### config.mk
export PLATFORM = sky130hd
export DESIGN_NAME = cpu_sequencer
export DESIGN_NICKNAME = d
export VERILOG_FILES = /design/src/rtl/cpu_sequencer.sv
export SDC_FILE = /design/constraint.sdc
export NUM_CORES = 1
export LEC_CHECK = 0
export ABC_AREA = 1
export BUFFER_PORTS_ARGS = -buffer_cell sky130_fd_sc_hd__buf_2
export CELL_PAD_IN_SITES_DETAIL_PLACEMENT = 1
export CELL_PAD_IN_SITES_GLOBAL_PLACEMENT = 1
export CORE_AREA = 2 2 89 91
export DETAILED_ROUTE_END_ITERATION = 8
export DIE_AREA = 0 0 91 93
export GPL_TIMING_DRIVEN = 0
export PLACE_DENSITY_LB_ADDON = 0.1
export SYNTH_ARGS = -nofsm -noshare
export SYNTH_HDL_FRONTEND = slang
export SYNTH_SLANG_ARGS = --single-unit
export TNS_END_PERCENT = 30
### constraint.sdc
create_clock -name clk -period 3.95 [get_ports clk]
set_input_delay 0.79 -clock clk [delete_from_list [all_inputs] [get_ports clk]]
set_output_delay 0.79 -clock clk [all_outputs]
set_load 0.02 [all_outputs]
### src/rtl/cpu_sequencer.sv
`default_nettype none
// ============================================================================
//  Module   : cpu_sequencer
//  Purpose  : Fetch / execute sequencer for a small CPU. Requests instruction
//             words from program memory, holds them in the instruction
//             register for an external decoder, gates register and status
//             writes into a single write-back cycle, and advances the PC.
//             Supports free-running, single-step and halt control.
//  Revision : 1.0 - initial release
// ============================================================================
module cpu_sequencer #(
    parameter int PC_WIDTH    = 8,
    parameter int INSTR_WIDTH = 16,
    parameter int MEM_TIMEOUT = 15
) (
    input  logic                   clk,
    input  logic                   rst_n,
    input  logic                   run,
    input  logic                   step,
    input  logic                   halt_req,
    output logic                   imem_req,
    output logic [PC_WIDTH-1:0]    imem_addr,
    input  logic                   imem_ack,
    input  logic [INSTR_WIDTH-1:0] imem_data,
    output logic [INSTR_WIDTH-1:0] instruction,
    input  logic                   dec_wr_en,
    input  logic                   dec_stat_wr_en,
    input  logic                   dec_cnt_wr_en,
    input  logic                   dec_add_offset,
    input  logic [PC_WIDTH-1:0]    dec_literal_adr,
    output logic                   reg_wr_en,
    output logic                   stat_wr_en,
    output logic [PC_WIDTH-1:0]    pc,
    output logic [2:0]             state,
    output logic                   busy,
    output logic                   halted,
    output logic                   mem_err,
    output logic                   illegal_op,
    output logic [15:0]            instr_count
);

    localparam int            C_TW           = $clog2(MEM_TIMEOUT + 1);
    localparam logic [C_TW-1:0] C_TIMEOUT_LAST = C_TW'(MEM_TIMEOUT - 1);

    typedef enum logic [2:0] {
        S_IDLE  = 3'd0,
        S_FETCH = 3'd1,
        S_WAIT  = 3'd2,
        S_EXEC  = 3'd3,
        S_WB    = 3'd4,
        S_HALT  = 3'd5
    } state_t;

    state_t            cur_state;
    state_t            nxt_state;
    logic [C_TW-1:0]   wait_cnt;
    logic              single_step;
    logic              halt_pend;
    logic [4:0]        opcode;
    logic              op_illegal;
    logic              halt_now;
    logic              wait_expired;

    assign opcode       = instruction[INSTR_WIDTH-1 -: 5];
    // Unassigned opcode ranges: 0_1010..0_1111 and 1_0110..1_1111
    assign op_illegal   = ((opcode >= 5'h0A) && (opcode <= 5'h0F)) || (opcode >= 5'h16);
    assign halt_now     = halt_req | halt_pend;
    // Last permitted WAIT cycle: no ack now means the memory has timed out
    assign wait_expired = (wait_cnt == C_TIMEOUT_LAST);
    assign state        = cur_state;
    assign imem_addr    = pc;

    // State register
    always_ff @(posedge clk or negedge rst_n) begin
        if (!rst_n) begin
            cur_state <= S_IDLE;
        end else begin
            cur_state <= nxt_state;
        end
    end

    // Next-state logic and per-state strobes
    always_comb begin
        nxt_state  = cur_state;
        imem_req   = 1'b0;
        busy       = 1'b0;
        halted     = 1'b0;
        reg_wr_en  = 1'b0;
        stat_wr_en = 1'b0;
        case (cur_state)
            S_IDLE: begin
                if (run || step) begin
                    nxt_state = S_FETCH;
                end
            end
            S_FETCH: begin
                imem_req  = 1'b1;
                busy      = 1'b1;
                nxt_state = S_WAIT;
            end
            S_WAIT: begin
                imem_req = 1'b1;
                busy     = 1'b1;
                if (imem_ack) begin
                    nxt_state = S_EXEC;
                end else if (wait_expired) begin
                    nxt_state = S_HALT;
                end
            end
            S_EXEC: begin
                busy      = 1'b1;
                nxt_state = op_illegal ? S_HALT : S_WB;
            end
            S_WB: begin
                busy       = 1'b1;
                reg_wr_en  = dec_wr_en;
                stat_wr_en = dec_stat_wr_en;
                if (halt_now) begin
                    nxt_state = S_HALT;
                end else if (single_step || !run) begin
                    nxt_state = S_IDLE;
                end else begin
                    nxt_state = S_FETCH;
                end
            end
            S_HALT: begin
                halted = 1'b1;
                if (!run && !step && !halt_req) begin
                    nxt_state = S_IDLE;
                end
            end
            default: begin
                nxt_state = S_IDLE;
            end
        endcase
    end

    // Datapath: IR load, timeout counter, PC, retire counter, mode and error flags
    always_ff @(posedge clk or negedge rst_n) begin
        if (!rst_n) begin
            pc          <= '0;
            instruction <= '0;
            instr_count <= '0;
            wait_cnt    <= '0;
            single_step <= 1'b0;
            halt_pend   <= 1'b0;
            mem_err     <= 1'b0;
            illegal_op  <= 1'b0;
        end else begin
            // A halt request before write-back is held until the instruction retires
            if (halt_req && (cur_state != S_WB) && (cur_state != S_HALT)) begin
                halt_pend <= 1'b1;
            end
            case (cur_state)
                S_IDLE: begin
                    if (run || step) begin
                        single_step <= step;
                    end
                end
                S_FETCH: begin
                    wait_cnt <= '0;
                end
                S_WAIT: begin
                    if (imem_ack) begin
                        instruction <= imem_data;
                    end else if (wait_expired) begin
                        mem_err <= 1'b1;
                    end else begin
                        wait_cnt <= wait_cnt + C_TW'(1);
                    end
                end
                S_EXEC: begin
                    if (op_illegal) begin
                        illegal_op <= 1'b1;
                    end
                end
                S_WB: begin
                    if (dec_cnt_wr_en) begin
                        pc <= dec_add_offset ? (pc + dec_literal_adr) : dec_literal_adr;
                    end else begin
                        pc <= pc + PC_WIDTH'(1);
                    end
                    instr_count <= instr_count + 16'd1;
                    single_step <= 1'b0;
                    halt_pend   <= 1'b0;
                end
                S_HALT: begin
                    single_step <= 1'b0;
                    halt_pend   <= 1'b0;
                    if (nxt_state == S_IDLE) begin
                        mem_err    <= 1'b0;
                        illegal_op <= 1'b0;
                    end
                end
                default: begin
                end
            endcase
        end
    end

endmodule
`default_nettype wire
==> flow_metrics.tcl <==
set metrics [dict create \
    min-delay-path-class "register to register" \
    stdcell_area_mm2 0.003645 \
    globalRouteTotalUtil_pct 17.47 \
    rsz_0062_raised_after_global_routing "false" \
    synth_top_area_share_pct 43.31 \
    net_count_after_synthesis 386 \
    p_clk_share_pct 14.3 \
    cts.reportedPaths.clkPinSlew_ns 0.10 \
    p_sw_share_pct 45.35 \
    yosys.cell_types.count 36 \
    report.final.slew_viol_count 0 \
    final.hold.worst_slack_ns 0.4765 \
    max_freq_ghz 0.4084 \
    finClkSkew_ns 0.007997 \
    synth_area_per_cell_um2 8.666 \
    cts.sinks 51 \
    grt-ovfl-total 0 \
    initial_cell_density_of_the_core_pct 39.15 \
    post_drt_via_cell_ratio 4.817 \
    detailedPlacementHpwl_mm 5.601 \
    path_max_fanout 10 \
    place.gp.congestion 0.7622 \
    synth_flop_cell "dfrtp_1" \
    first_iter_violations 83 \
    grt_start_max_net_pins 52 \
    tightest_slew_ns 1.172 \
    drt_pass1_iterations 4 \
    multi_input_comb_area_mm2 0.001428 \
    setup-tns-final_ns 0 \
    relSlewSlack_pct 21.84 \
    first_global_vias 2538 \
    synthToLayoutAreaGrowth_pct 23.69 \
    ff2ff_path_depth 9 \
    hold_buffers 0 \
    seqCellArea_mm2 0.001276 \
    post_cts_resize_count 0 \
    cts.path.max_buffers 2 \
    finalNetCount 484 \
    place_area_mm2 0.003530 \
    worstPathArrival_ns 1.66 \
    power-per-cell-area_mw_per_mm2 716.4 \
    part_of_the_yosys_area_used_for_sequential_elements_pct 43.31 \
    post-route-period-util_pct 61.99 \
    worst_ir_drop_vdd_v 0.0002758 \
    ant_nets 0 \
    ioPinCount 92 \
    floorplan.die_area_mm2 0.008463 \
    cts.repair_timing.setup_buffer_count 0 \
    ctsHtreeMaxLevel 2 \
    async_flop_share_pct 100.0 \
    fp.coreArea_mm2 0.007527 \
    ys_ff_latch 51 \
    floorplan.die.width_um 91 \
    wire_length_of_the_first_global_routing_pass_mm 11.93 \
    portBuffers 91 \
    synth.cell_area_mm2 0.002947 \
    n_antenna_cell 0 \
    hold-path-cell-count 1 \
    launching_element_type_of_the_critical_path "register" \
    synth_cells 340 \
    power_report.internal_total_w 0.001427 \
    critical_path_required_ns 3.16 \
    numCtsBuffers 5 \
    remaining_drc_errors 0 \
    layout.filler_cells 978 \
    insertion_delay_ns 0.30 \
    route.detailed.wl_per_inst_um 13.30 \
    yosys.area.top_type "dfrtp_1" \
    worstSetupEndpointType "output port" \
    period_minus_slack_ns 2.449 \
    report.final.setup_viol 0 \
    max_cap_viol_count 0 \
    wirelength_mm 7.195 \
    clock_tree.root_cell "clkbuf_8" \
    layout-drive-gt1-share_pct 32.35 \
    power_switching_w 0.001184 \
    tritoncts "done" \
    dieHeight_um 93 \
    synthTopCellsByArea "dfrtp_1, nand2_1, mux2_2" \
    status "finished, final reports clean" \
    edff_count_synth 0 \
    timing_worst_setup_path_type "register to output port" \
    comb_power_share_pct 52.0 \
    share_seq_of_total_power_pct 33.7 \
    number_of_antenna_violations_at_the_first_check_in_global_routing 0 \
    cellLeakagePower_nw 2.017 \
    total_of_warnings_raised_by_yosys 0 \
    hold_viol_final 0 \
    detailroute.via_count 2606 \
    num_rows 32 \
]
## per-layer routing
| layer | wire length, um | vias to the layer above | GRT usage (%) |
|---|---|---|---|
| met4 | 75 | 0 | 5.177 |
| met5 | 0 | - | 0 |
| met2 | 3591 | 43 | 29.69 |
| li1 | - | 1282 | - |
| met1 | 3284 | 1275 | 23.22 |
| met3 | 243 | 6 | 2.659 |
## cell usage in the layout (no fill, tap or decap), types with 4 or more instances in the layout
master	n
buf_2	93
nand2_1	69
dfrtp_1	51
inv_1	38
nor2_1	35
nand3_1	18
a21oi_1	17
mux2_2	16
o21ai_0	13
xnor2_1	11
ha_1	11
xor2_1	9
buf_4	8
nand4_1	5
clkbuf_8	5
nor3_1	4
## per-stage QoR
step	instances	utilization (%)	setup WS, ns	power [W]
floorplan	340	-	1.913	0.001831
global placement	533	46.89	1.702	0.002225
detailed placement	533	46.89	1.660	0.002267
CTS	541	48.42	1.487	0.002649
global route	541	48.42	1.393	0.002834
finish	541	48.42	1.501	0.002611
## registers in the layout, indices dropped and copies added (netlist names)
name,flops
halt_pend,1
illegal_op,1
imem_addr,8
instr_count,16
instruction,16
mem_err,1
single_step,1
state,3
wait_cnt,4
## area by class of cell
type | instances | share of cell area [%]
multi-input combinational | 235 | 39.17
sequential | 51 | 35.02
timing repair buffer | 91 | 12.50
inverter | 42 | 4.325
tap | 102 | 3.502
buffer | 12 | 2.334
clock buffer | 5 | 1.888
clock inverter | 3 | 1.270
## logic make-up (layout without fill, tap and decap cells)
family | after synthesis | count (layout) | synth area share, %
buf+inv | 54 | 153 | 8.238
flops | 51 | 51 | 43.31
compound gates | 42 | 42 | 8.025
mux | 16 | 16 | 6.115
simple gates | 145 | 145 | 23.02
xor+xnor | 20 | 20 | 5.945
fa+ha+maj | 12 | 12 | 5.350
## worst paths after layout
kind / startpoint / to / slack [ns]
setup / recovery: state[2] / busy / 1.50
min in group asynchronous: rst_n / imem_addr[5] / 0.70
hold / removal: instr_count[15] / instr_count[15] / 0.48
setup reg to reg: imem_addr[0] / imem_addr[4] / 2.05
max in group asynchronous: rst_n / imem_addr[3] / 2.51
hold reg to reg: instr_count[15] / instr_count[15] / 0.48
## critical path, cell delays in order, from the launching register on
cell and delay, ns:
dfrtp_1 0.43, inv_2 0.12, nor2_4 0.05, nand2_4 0.14, buf_2 0.29, nand4_1 0.14, buf_2 0.18
## synthesized netlist by cell type, types with 2 or more instances
| cell | count |
|---|---|
| nand2_1 | 69 |
| dfrtp_1 | 51 |
| inv_1 | 38 |
| nor2_1 | 35 |
| nand3_1 | 18 |
| a21oi_1 | 17 |
| mux2_2 | 16 |
| o21ai_0 | 13 |
| ha_1 | 11 |
| xnor2_1 | 11 |
| xor2_1 | 9 |
| buf_4 | 8 |
| nand4_1 | 5 |
| nor3_1 | 4 |
| a22oi_1 | 3 |
| inv_2 | 3 |
| nand2_2 | 3 |
| nor2_4 | 3 |
| a31oi_1 | 2 |
| buf_2 | 2 |
| nand2_4 | 2 |
| o21a_1 | 2 |
| o22ai_1 | 2 |
## power by group through the flow
stage                     logic [W]  clock network, W  registers (W)
after floorplan            0.000774                 0        0.00106
after global routing        0.00151          0.000409       0.000915
after CTS                   0.00138          0.000388       0.000882
after global placement      0.00134                 0       0.000882
after detailed placement    0.00137                 0       0.000893
final                       0.00136          0.000373       0.000880
Power figures use the tool's default switching activity.
